[config.mk]
export PLATFORM = sky130hd
export DESIGN_NAME = imsic_seteipnum_queue
export DESIGN_NICKNAME = d
export VERILOG_FILES = /design/src/rtl/imsic_pkg.sv /design/src/rtl/imsic_msi_fifo.sv /design/src/rtl/imsic_seteipnum_queue.sv
export SDC_FILE = /design/constraint.sdc
export NUM_CORES = 1
export LEC_CHECK = 0
export ABC_AREA = 0
export CAP_MARGIN = 20
export CORE_ASPECT_RATIO = 0.7
export CORE_MARGIN = 5
export CORE_UTILIZATION = 44
export CTS_CLUSTER_SIZE = 10
export DETAILED_ROUTE_END_ITERATION = 12
export PLACE_DENSITY = 0.91
export SLEW_MARGIN = 0
export SYNTH_ARGS = -nofsm -noshare
export SYNTH_HDL_FRONTEND = slang
export SYNTH_SLANG_ARGS = --single-unit
[constraint.sdc]
create_clock -name i_clk -period 3.9 [get_ports i_clk]
set_clock_uncertainty 0.15 [all_clocks]
set_input_delay 0.78 -clock i_clk [delete_from_list [all_inputs] [get_ports i_clk]]
set_output_delay 0.78 -clock i_clk [all_outputs]
set_load 0.005 [all_outputs]
[src/rtl/imsic_pkg.sv]
// Shared definitions for the IMSIC MSI ingress path.
//
// Contents:
//   - AXI4-Lite request/response structs seen by the MSI ingress port.
//     The read channel carries no address because every read returns zero.
//   - Page geometry and seteipnum register offsets.
//   - Byte-swap helper used by the big-endian seteipnum register.
package imsic_pkg;

    localparam int unsigned AXI_BUS_ADDR_W = 64;
    localparam int unsigned AXI_BUS_DATA_W = 64;
    localparam int unsigned AXI_BUS_ID_W   = 10;

    localparam int unsigned PAGE_SHIFT       = 12;
    localparam logic [31:0] PAGE_STRIDE      = 32'h1000;
    localparam logic [11:0] SETEIPNUM_LE_OFF = 12'h000;
    localparam logic [11:0] SETEIPNUM_BE_OFF = 12'h004;

    localparam logic [1:0] AXI_RESP_OKAY = 2'b00;

    typedef struct packed {
        logic                      aw_valid;
        logic [AXI_BUS_ADDR_W-1:0] aw_addr;
        logic [AXI_BUS_ID_W-1:0]   aw_id;
        logic                      w_valid;
        logic [AXI_BUS_DATA_W-1:0] w_data;
        logic                      b_ready;
        logic                      ar_valid;
        logic [AXI_BUS_ID_W-1:0]   ar_id;
        logic                      r_ready;
    } axi_req_t;

    typedef struct packed {
        logic                      aw_ready;
        logic                      w_ready;
        logic                      b_valid;
        logic [AXI_BUS_ID_W-1:0]   b_id;
        logic [1:0]                b_resp;
        logic                      ar_ready;
        logic                      r_valid;
        logic [AXI_BUS_ID_W-1:0]   r_id;
        logic [AXI_BUS_DATA_W-1:0] r_data;
        logic [1:0]                r_resp;
    } axi_resp_t;

    function automatic logic [31:0] bswap32(input logic [31:0] v);
        return {v[7:0], v[15:8], v[23:16], v[31:24]};
    endfunction

endpackage

[src/rtl/imsic_msi_fifo.sv]
// Circular FIFO holding accepted MSIs until the interrupt files take them.
//
// Ports:
//   clk, rst_n  clock, asynchronous active-low reset (empties the queue)
//   push        write push_data when not full, or when full and a pop
//               happens in the same cycle
//   push_data   entry to store
//   pop         remove the head entry (ignored when empty)
//   head_data   current head entry, zero while empty
//   full/empty  occupancy flags
//   level       number of stored entries (0..DEPTH)
module imsic_msi_fifo #(
    parameter int unsigned WIDTH = 8,
    parameter int unsigned DEPTH = 4,
    localparam int unsigned PTR_W = $clog2(DEPTH)
) (
    input  logic             clk,
    input  logic             rst_n,
    input  logic             push,
    input  logic [WIDTH-1:0] push_data,
    input  logic             pop,
    output logic [WIDTH-1:0] head_data,
    output logic             full,
    output logic             empty,
    output logic [PTR_W:0]   level
);

    localparam logic [PTR_W:0] PTR_ONE = 1;

    logic [WIDTH-1:0] mem [DEPTH];
    // Extra MSB is a wrap bit: equal indices with different wrap bits = full.
    logic [PTR_W:0]   wr_ptr;
    logic [PTR_W:0]   rd_ptr;
    logic             do_push;
    logic             do_pop;

    assign empty   = (wr_ptr == rd_ptr);
    assign full    = (wr_ptr[PTR_W] != rd_ptr[PTR_W]) &&
                     (wr_ptr[PTR_W-1:0] == rd_ptr[PTR_W-1:0]);
    assign do_pop  = pop && !empty;
    // A pop in the same cycle frees the slot, so a full queue still accepts.
    assign do_push = push && (!full || do_pop);
    assign level   = wr_ptr - rd_ptr;

    // Masking keeps the head at zero whenever the queue holds nothing.
    assign head_data = empty ? '0 : mem[rd_ptr[PTR_W-1:0]];

    // NOTE: sequential state uses non-blocking assignments so every register
    // samples the values from before the edge, independent of block order.
    always_ff @(posedge clk or negedge rst_n) begin
        if (!rst_n) begin
            wr_ptr <= '0;
            rd_ptr <= '0;
        end else begin
            if (do_push) wr_ptr <= wr_ptr + PTR_ONE;
            if (do_pop)  rd_ptr <= rd_ptr + PTR_ONE;
        end
    end

    // NOTE: the storage array is deliberately not reset; the pointers define
    // which slots are meaningful and the head mask hides stale contents.
    always_ff @(posedge clk) begin
        if (do_push) mem[wr_ptr[PTR_W-1:0]] <= push_data;
    end

endmodule

[src/rtl/imsic_seteipnum_queue.sv]
// MSI ingress for the IMSIC: decodes AXI4-Lite writes to the seteipnum_le /
// seteipnum_be registers of the M-level and S/VS-level interrupt-file pages,
// validates the identity and queues accepted MSIs for the interrupt files.
//
// Ports:
//   i_clk, ni_rst     clock, asynchronous active-low reset
//   i_req / o_resp    AXI4-Lite slave; every write answers OKAY, reads return 0
//   o_msi_valid       queue head valid
//   i_msi_ready       interrupt file accepts the head this cycle
//   o_msi_hart/file/id  head target (file 0 = M, 1 = S, 2.. = VS1..)
//   o_level           queue occupancy
//   i_cnt_clr         synchronous clear of both counters (wins over increment)
//   o_drop_cnt        saturating count of MSIs lost to a full queue
//   o_inval_cnt       saturating count of seteipnum writes with an invalid ID
module imsic_seteipnum_queue
    import imsic_pkg::*;
#(
    parameter int unsigned NR_SRC                = 64,
    parameter logic [31:0] IMSIC_M_BASE_ADDR     = 32'h24000000,
    parameter logic [31:0] IMSIC_S_BASE_ADDR     = 32'h28000000,
    parameter int unsigned AXI_DATA_WIDTH        = 64,
    parameter int unsigned NR_IMSICS             = 1,
    parameter int unsigned NR_VS_FILES_PER_IMSIC = 0,
    parameter int unsigned FIFO_DEPTH            = 4,
    localparam int unsigned NR_INTP_FILES = 2 + NR_VS_FILES_PER_IMSIC,
    localparam int unsigned ID_W          = $clog2(NR_SRC),
    localparam int unsigned HART_W        = (NR_IMSICS > 1) ? $clog2(NR_IMSICS) : 1,
    localparam int unsigned FILE_W        = $clog2(NR_INTP_FILES),
    localparam int unsigned LEVEL_W       = $clog2(FIFO_DEPTH) + 1
) (
    input  logic                i_clk,
    input  logic                ni_rst,
    input  axi_req_t            i_req,
    output axi_resp_t           o_resp,
    output logic                o_msi_valid,
    input  logic                i_msi_ready,
    output logic [HART_W-1:0]   o_msi_hart,
    output logic [FILE_W-1:0]   o_msi_file,
    output logic [ID_W-1:0]     o_msi_id,
    output logic [LEVEL_W-1:0]  o_level,
    input  logic                i_cnt_clr,
    output logic [15:0]         o_drop_cnt,
    output logic [15:0]         o_inval_cnt
);

    typedef struct packed {
        logic [HART_W-1:0] hart;
        logic [FILE_W-1:0] file;
        logic [ID_W-1:0]   id;
    } msi_entry_t;

    localparam int unsigned ENTRY_W = $bits(msi_entry_t);

    localparam logic [19:0] M_BASE_PAGE     = IMSIC_M_BASE_ADDR[31:PAGE_SHIFT];
    localparam logic [19:0] S_BASE_PAGE     = IMSIC_S_BASE_ADDR[31:PAGE_SHIFT];
    localparam logic [31:0] NR_M_PAGES      = 32'(NR_IMSICS);
    localparam logic [31:0] S_PAGES_PER_HART = 32'(1 + NR_VS_FILES_PER_IMSIC);
    localparam logic [31:0] NR_S_PAGES      = 32'(NR_IMSICS * (1 + NR_VS_FILES_PER_IMSIC));
    localparam logic [31:0] NR_SRC_32       = 32'(NR_SRC);

    // ---------------- AXI4-Lite front end ----------------
    logic                    wr_fire;
    logic                    rd_fire;
    logic                    b_valid_q;
    logic                    r_valid_q;
    logic [AXI_BUS_ID_W-1:0] b_id_q;
    logic [AXI_BUS_ID_W-1:0] r_id_q;

    // A write is taken when address and data are both present and the B slot
    // is free or being drained, so a ready master sees one write per cycle.
    assign wr_fire = i_req.aw_valid && i_req.w_valid && (!b_valid_q || i_req.b_ready);
    assign rd_fire = i_req.ar_valid && (!r_valid_q || i_req.r_ready);

    always_ff @(posedge i_clk or negedge ni_rst) begin
        if (!ni_rst) begin
            b_valid_q <= 1'b0;
            r_valid_q <= 1'b0;
            b_id_q    <= '0;
            r_id_q    <= '0;
        end else begin
            if (wr_fire) begin
                b_valid_q <= 1'b1;
                b_id_q    <= i_req.aw_id;
            end else if (i_req.b_ready) begin
                b_valid_q <= 1'b0;
            end
            if (rd_fire) begin
                r_valid_q <= 1'b1;
                r_id_q    <= i_req.ar_id;
            end else if (i_req.r_ready) begin
                r_valid_q <= 1'b0;
            end
        end
    end

    always_comb begin
        o_resp          = '0;
        o_resp.aw_ready = wr_fire;
        o_resp.w_ready  = wr_fire;
        o_resp.b_valid  = b_valid_q;
        o_resp.b_id     = b_id_q;
        o_resp.b_resp   = AXI_RESP_OKAY;
        o_resp.ar_ready = !r_valid_q || i_req.r_ready;
        o_resp.r_valid  = r_valid_q;
        o_resp.r_id     = r_id_q;
        o_resp.r_data   = '0;
        o_resp.r_resp   = AXI_RESP_OKAY;
    end

    // ---------------- page / register decode ----------------
    logic [31:0]       m_page;
    logic [31:0]       s_page;
    logic              page_hit;
    logic [HART_W-1:0] tgt_hart;
    logic [FILE_W-1:0] tgt_file;
    logic [11:0]       offset;
    logic [31:0]       lane_be;
    logic [31:0]       msi_id;
    logic              seteip_wr;
    logic              id_ok;

    // Addresses below a base wrap to huge page numbers and miss the range.
    assign m_page = {12'h0, i_req.aw_addr[31:PAGE_SHIFT] - M_BASE_PAGE};
    assign s_page = {12'h0, i_req.aw_addr[31:PAGE_SHIFT] - S_BASE_PAGE};
    assign offset = i_req.aw_addr[PAGE_SHIFT-1:0];

    // NOTE: every signal written in a combinational block gets a default at
    // the top so that no path leaves it unassigned and infers a latch.
    always_comb begin
        page_hit = 1'b0;
        tgt_hart = '0;
        tgt_file = '0;
        if (i_req.aw_addr[63:32] == 32'h0) begin
            if (m_page < NR_M_PAGES) begin
                page_hit = 1'b1;
                tgt_hart = HART_W'(m_page);
            end else if (s_page < NR_S_PAGES) begin
                page_hit = 1'b1;
                tgt_hart = HART_W'(s_page / S_PAGES_PER_HART);
                tgt_file = FILE_W'((s_page % S_PAGES_PER_HART) + 32'd1);
            end
        end
    end

    // Offset 4 is the upper lane on a 64-bit bus, the only lane on 32-bit.
    assign lane_be = (AXI_DATA_WIDTH == 64) ? i_req.w_data[63:32] : i_req.w_data[31:0];
    assign msi_id  = (offset == SETEIPNUM_BE_OFF) ? bswap32(lane_be) : i_req.w_data[31:0];

    assign seteip_wr = wr_fire && page_hit &&
                       ((offset == SETEIPNUM_LE_OFF) || (offset == SETEIPNUM_BE_OFF));
    assign id_ok     = (msi_id != 32'h0) && (msi_id < NR_SRC_32);

    // ---------------- queue ----------------
    msi_entry_t push_entry;
    msi_entry_t head_entry;
    logic       push_req;
    logic       pop_fire;
    logic       fifo_full;
    logic       fifo_empty;

    assign push_req   = seteip_wr && id_ok;
    assign push_entry = '{hart: tgt_hart, file: tgt_file, id: msi_id[ID_W-1:0]};
    assign pop_fire   = o_msi_valid && i_msi_ready;

    imsic_msi_fifo #(
        .WIDTH (ENTRY_W),
        .DEPTH (FIFO_DEPTH)
    ) u_fifo (
        .clk       (i_clk),
        .rst_n     (ni_rst),
        .push      (push_req),
        .push_data (push_entry),
        .pop       (i_msi_ready),
        .head_data (head_entry),
        .full      (fifo_full),
        .empty     (fifo_empty),
        .level     (o_level)
    );

    assign o_msi_valid = !fifo_empty;
    assign o_msi_hart  = head_entry.hart;
    assign o_msi_file  = head_entry.file;
    assign o_msi_id    = head_entry.id;

    // ---------------- accounting ----------------
    logic drop_inc;
    logic inval_inc;

    assign drop_inc  = push_req && fifo_full && !pop_fire;
    assign inval_inc = seteip_wr && !id_ok;

    always_ff @(posedge i_clk or negedge ni_rst) begin
        if (!ni_rst) begin
            o_drop_cnt  <= '0;
            o_inval_cnt <= '0;
        end else if (i_cnt_clr) begin
            o_drop_cnt  <= '0;
            o_inval_cnt <= '0;
        end else begin
            if (drop_inc && (o_drop_cnt != 16'hFFFF))   o_drop_cnt  <= o_drop_cnt + 16'd1;
            if (inval_inc && (o_inval_cnt != 16'hFFFF)) o_inval_cnt <= o_inval_cnt + 16'd1;
        end
    end

endmodule

### Word-level counts from Yosys, hierarchy flattened

Memory sizes are Yosys's and may differ from the RTL's.
Cells that the tools add are included.

| word-level totals | value |
|---|---|
| register bits | 60 |
| RAM bits | 32 |
| bits of input ports | 157 |
| output and inout bits | 137 |
| word-level logic and storage cells | 77 |
| memories kept | 1 |

Memories:

| memory | words | bits a word | rd ports | clocked after memory_dff | wr ports | RTL line | source |
|---|---|---|---|---|---|---|---|
| u_fifo.mem | 4 | 8 | 1 | 0 | 1 | imsic_msi_fifo.sv:30 | `logic [WIDTH-1:0] mem [DEPTH];` |

| cells by class | value |
|---|---|
| add/sub/neg operators | 7 |
| order comparisons | 3 |
| equality and inequality tests | 6 |
| mux-type cells | 20 |
| reduce and logical (&&, ||, !) cells | 32 |

Operators with widths:

| operator | count |
|---|---|
| 2-to-1 mux 16 bit | 4 |
| < comparator 20 x 1 -> 1 bit (second input constant) | 2 |
| subtractor 20 x 18 -> 20 bit (second input constant) | 2 |
| adder 16 x 1 -> 16 bit (second input constant) | 2 |
| zero test 32 bit | 1 |
| < comparator 32 x 7 -> 1 bit (second input constant) | 1 |
| 2-to-1 mux 32 bit | 1 |
| inequality test 16 bit (second input constant) | 2 |
| nonzero test 32 bit | 1 |
| logical AND 1 bit | 15 |
| 2-to-1 mux 1 bit | 14 |
| == test 12 x 3 -> 1 bit (second input constant) | 1 |
| zero test 12 bit | 1 |
| 2-to-1 mux 8 bit | 1 |
| nonzero test 2 bit | 4 |
| adder 3 x 1 -> 3 bit (second input constant) | 2 |
| zero test 1 bit | 6 |
| logical OR 1 bit | 4 |
| == test 3 bit | 1 |
| subtractor 3 bit | 1 |
| == test 2 bit | 1 |
| inequality test 1 bit | 1 |

### Logic depth before layout (Yosys ltp)

| depth | value |
|---|---|
| depth in word-level cells | 13 |
| mapped depth | 10 |
| gate-level depth less buffers | 8 |

### Hierarchy

A second synthesis with hierarchy kept.

| second synthesis, totals | value |
|---|---|
| cell total of the unflattened synthesis | 515 |
| area total of the unflattened synthesis | 5497.8 um^2 |

By module, submodules not included:

| module | times used | cells each | area an instance (um^2) | sequential area each (um^2) |
|---|---|---|---|---|
| imsic_seteipnum_queue | 1 | 420 | 3832.4 | 1351.3 |
| imsic_msi_fifo | 1 | 95 | 1665.3 | 1111.1 |

### Worst setup path after synthesis

No wires, ideal clock.

| timing path | value |
|---|---|
| path kind | input-to-reg |
| start | in i_req[115] in the netlist's numbering |
| end | mem u_fifo.mem[0][0], enable pin |
| library setup time | 0.332 ns |
| arrival | 2.659 ns |
| data required time | 3.418 ns |
| setup slack | 0.759 ns |
| stages on the path | 8 |
| buffers on the path | 0 |
| path through | inv_1 > ha_1 > nor3b_1 > o21ai_0 > a2111oi_4 > nor2_1 > nor4b_2 > and2_1 |

| between the ends | value |
|---|---|
| cells in the longest elaborated chain, start to end | 11 |
| elaborated cells between the ends (all ways) | 13 |
| those cells by class | 2 x add/sub; 2 x order compare; 5 x mux; 4 x reduce/logical |

RTL lines:

| item | RTL line | source |
|---|---|---|
| from (decl) | imsic_seteipnum_queue.sv:33 | `input axi_req_t i_req,` |
| subtractor 20 x 18 -> 20 bit | imsic_seteipnum_queue.sv:124 | `assign s_page = {12'h0, i_req.aw_addr[31:PAGE_SHIFT] - S_BASE_PAGE};` |
| < comparator 20 x 1 -> 1 bit | imsic_seteipnum_queue.sv:137 | `end else if (s_page < NR_S_PAGES) begin` |
| 2-to-1 mux 1 bit | imsic_seteipnum_queue.sv:137 |  |
| 2-to-1 mux 1 bit * | imsic_seteipnum_queue.sv:134 | `if (m_page < NR_M_PAGES) begin` |
| 2-to-1 mux 1 bit * | imsic_seteipnum_queue.sv:133 | `if (i_req.aw_addr[63:32] == 32'h0) begin` |
| logical AND 1 bit * (2 in series) | imsic_seteipnum_queue.sv:149 | `assign seteip_wr = wr_fire && page_hit &&` |
| logical AND 1 bit * | imsic_seteipnum_queue.sv:161 | `assign push_req = seteip_wr && id_ok;` |
| logical AND 1 bit * | imsic_msi_fifo.sv:42 | `assign do_push = push && (!full \|\| do_pop);` |
| 2-to-1 mux 1 bit * | imsic_msi_fifo.sv:63 | `if (do_push) mem[wr_ptr[PTR_W-1:0]] <= push_data;` |
| 2-to-1 mux 1 bit (not written as such) * | imsic_msi_fifo.sv:63 |  |
| to (decl) | imsic_msi_fifo.sv:30 |  |

Every way passes the cells marked *; elsewhere a longest branch is shown, timed or not.

### Worst setup path in the final report

| timing path | value |
|---|---|
| start | reg u_fifo.rd_ptr[1] |
| end | out o_msi_id[5] |

| between the ends | value |
|---|---|
| cells in the longest elaborated chain, start to end | 2 |
| elaborated cells between the ends (all ways) | 3 |
| those cells by class | 1 x eq/ne; 1 x mux; 1 x memory |

RTL lines:

| item | RTL line | source |
|---|---|---|
| from (decl) | imsic_msi_fifo.sv:33 | `logic [PTR_W:0] rd_ptr;` |
| from (signal assigned) | imsic_msi_fifo.sv:56 | `if (do_pop) rd_ptr <= rd_ptr + PTR_ONE;` |
| memory read (4 x 8 bit) or == test 3 bit (tied branches) | - |  |
| 2-to-1 mux 8 bit * | imsic_msi_fifo.sv:46 | `assign head_data = empty ? '0 : mem[rd_ptr[PTR_W-1:0]];` |
| to (decl) | imsic_seteipnum_queue.sv:39 | `output logic [ID_W-1:0] o_msi_id,` |

Marks and branches as above.

==> reports/results.tsv <==
stage	metric	value	unit
outcome	status	finished clean	
sta	post-layout minimum cycle time	3.45	ns
logic_synthesis	EDFF count, synth	32	
floorplanning	I/O pin cnt	294	
sta	Final setup viols	0	
floorplanning	Core ar.	12500	sq um
clock_tree	Num CTS Buffers	9	
floorplanning	Die Area	15200	sq um
hold_path	HP Start	b_valid_q$_DFFE_PN0P_	
finish	Fillers	975	
critical_path	Crit path required time	2.97	ns
sta	Fin Hold WS	0.344	ns
critical_path	Worst R2R Start	u_fifo.rd_ptr[1]$_DFFE_PN0P_	
critical_path	Critical Path Source Type	flip-flop	
grt	initial antenna violation count	0	
critical_path	r2r worst-path depth	8	
drt	Via density	5.22	
clock_tree	cts repair resizes	0	
finish	# diodes	0	
critical_path	r2r setup slk	0.97	ns
grt	number of global-route vias before repair	5061	
drt	routed via count	4780	
critical_path	CP Class	reg -> out	
clock_tree	Clock Latency Late Sink	0.34	ns
logic_synthesis	register area share after synthesis	43.7	%
sta	RSZ-0062 raised after global routing	false	
critical_path	crit-path cells	inv_1 -> ha_1 -> nand3_1 -> and2_1 -> clkdlybuf4s50_1	
drt	Post-DRT Antenna Nets	0	
grt	Tot GR Track Use	21.8	%
power_and_ir_drop	pwr/cell area	349	nW/um^2
logic_synthesis	Syn Std Cell Area	5630	sq um
sta	relative slew slack	41.0	%
job	max_cap viols	0	
grt	pin count of the biggest net entering global routing	45	
logic_synthesis	top cell type's share of synthesized area	26.7	%
clock_tree	clk slew on worst S/H paths	0.07	ns
floorplanning	Std-Cell Rows	34	
floorplanning	Initial Utilization	45.2	%
power_and_ir_drop	Leakage	3.14	nW
critical_path	CP endpoint kind	primary output	
critical_path	CP peak stage delay	0.71	ns
finish	synth-to-layout area growth	45.1	%
clock_tree	Root Buffer	clkbuf_16	
drt	Detailed Routing Iterations Pass 1	5	
critical_path	end point of the critical path	o_msi_id[5]	
logic_synthesis	area leader, netlist	dfrtp_1	
clock_tree	H-tree levels	3	
clock_tree	TritonCTS Sinks	92	
clock_tree	clk buf depth	2	
logic_synthesis	Most used DFF post-synth	dfrtp_1	
logic_synthesis	Post-synth ARST share	65.2	%
drt	drt drc	0	
grt	first-pass GRT wire length	27.1	mm
grt	GRT Residual Overflow	0	
critical_path	Crit path arrival time	2.52	ns
drt	DRT Wirelength	17.1	mm
sta	Max Slew Vio Count	0	
critical_path	reg-to-reg endpoint	o_drop_cnt[13]$_DFFE_PN0P_	
logic_synthesis	Synth cell types	56	
logic_synthesis	dominant cells by area after synthesis	dfrtp_1 (27%), edfxtp_1 (17%), buf_4 (9.7%)	
sta	measured slew at the worst slew-check pin	0.885	ns
sta	Final Hold Violating Endpoints	0	
floorplanning	Die X	145	um
sta	final worst path period share	88.6	%
logic_synthesis	synthesized area per cell	10.8	sq um
finish	share of layout cells above drive strength 1	12.2	%
placed_design	area post-placement	7850	sq um
logic_synthesis	Synth Instances	519	
finish	commonest cells after routing, fill and taps aside	clkdlybuf4s50_1 (224), conb_1 (72), dfrtp_1 (60)	
drt	post-DR wirelength/cell	18.7	um
floorplanning	Die Ht	105	um
logic_synthesis	Ys Warns	0	
sta	Fin Setup TNS	0	ns
critical_path	slowest CP cell	dfrtp_1	
sta	Fmax	289	MHz
clock_tree	# Post-CTS Setup Buffers	0	
finish	design area	8170	sq um
clock_tree	CTS tree	yes	
finish	most common cell after layout, fill and taps aside	clkdlybuf4s50_1	
hold_path	HP Class	reg -> reg	
power_and_ir_drop	Peak VDD IR	357	uV
finish	NumNets Final	917	
placed_design	HPWL Detailed	13.8	mm
placed_design	RePlAce Congestion	0.882	
critical_path	Max FO, Critical Path	12	
drt	Initial DRC Count	401	
critical_path	Crit. Startpoint	u_fifo.rd_ptr[1]$_DFFE_PN0P_	
placed_design	number of port buffers	225	
clock_tree	hold buffer count at CTS	0	
logic_synthesis	register bit count reported by yosys	92	
power breakdown:
group	switching, mW	internal (mW)
Sequential	0.0736	1.05
Clock	0.375	0.569
Combinational	0.271	0.514
Total	0.720	2.13
layer usage:
layer  routed length (um)  vias to the layer above  global-route usage (%)  share of wire, %
met4                  171                        0                    4.19               1.0
met3                 1310                       15                    6.32               7.6
li1                     -                     2255                       -                 -
met5                    0                        -                       0                 0
met2                 8780                      208                    38.5                51
met1                 6860                     2302                    26.8                40
flip-flops by register name, summed over array words and instances (netlist names):
name,flops
u_fifo.mem,32
o_drop_cnt,16
o_inval_cnt,16
b_id_q,10
r_id_q,10
u_fifo.rd_ptr,3
u_fifo.wr_ptr,3
b_valid_q,1
r_valid_q,1
cell type report:
cell class	count	area (sq um)	share of cell area (%)
multi-input combinational	396	2760	33.8
sequential	92	2460	30.1
timing repair buffer	240	2380	29.2
clock buffer	10	229	2.80
tap	162	203	2.48
clock inverter	6	95.1	1.16
inverter	9	33.8	0.413
critical path, delay by kind of cell (launching register included):
family,cells,cell delay (ns)
flops,1,0.71
buf+inv,2,0.61
simple gates,2,0.54
fa+ha+maj,1,0.33
cells in the mapped netlist (11+ instances only):
cell type	n
and2_1	14
nor2b_1	15
nand4_1	18
nand3_1	18
mux2_2	40
clkbuf_1	12
a21oi_1	16
nor4_1	29
edfxtp_1	32
o31ai_1	14
dfrtp_1	60
nand2_1	17
ha_1	11
buf_4	73
nor2_1	29
or4_1	13
through the flow:
step                power (mW)  util (%)  setup WS [ns]  std cells
global placement          1.90      62.9          0.143        899
CTS                       2.89      65.5          0.377        915
detailed placement        1.93      62.9         0.0308        899
finish                    2.85      65.5          0.446        915
global route              2.99      65.5          0.247        915
floorplan                 1.49         -          0.759        590
kinds of logic after synthesis:
logic type,count (synthesis),share of synthesized area (%)
buf+inv,102,11.9
flops,92,43.7
simple gates,208,22.4
other cells,1,0.0666
xor+xnor,7,1.09
fa+ha+maj,12,2.80
mux,49,11.4
compound gates,48,6.60
worst min-delay path by stage:
stage | cells after the start | slack (ns) | end
3_5_place_dp | 2 | 0.33 | b_valid_q$_DFFE_PN0P_
2_1_floorplan | 2 | 0.31 | b_valid_q$_DFFE_PN0P_
5_1_grt | 1 | 0.37 | u_fifo.rd_ptr[2]$_DFFE_PN0P_
4_1_cts | 2 | 0.35 | b_valid_q$_DFFE_PN0P_
6_report | 2 | 0.34 | b_valid_q$_DFFE_PN0P_
3_3_place_gp | 2 | 0.33 | b_valid_q$_DFFE_PN0P_
(Power assumes the default switching activity.)
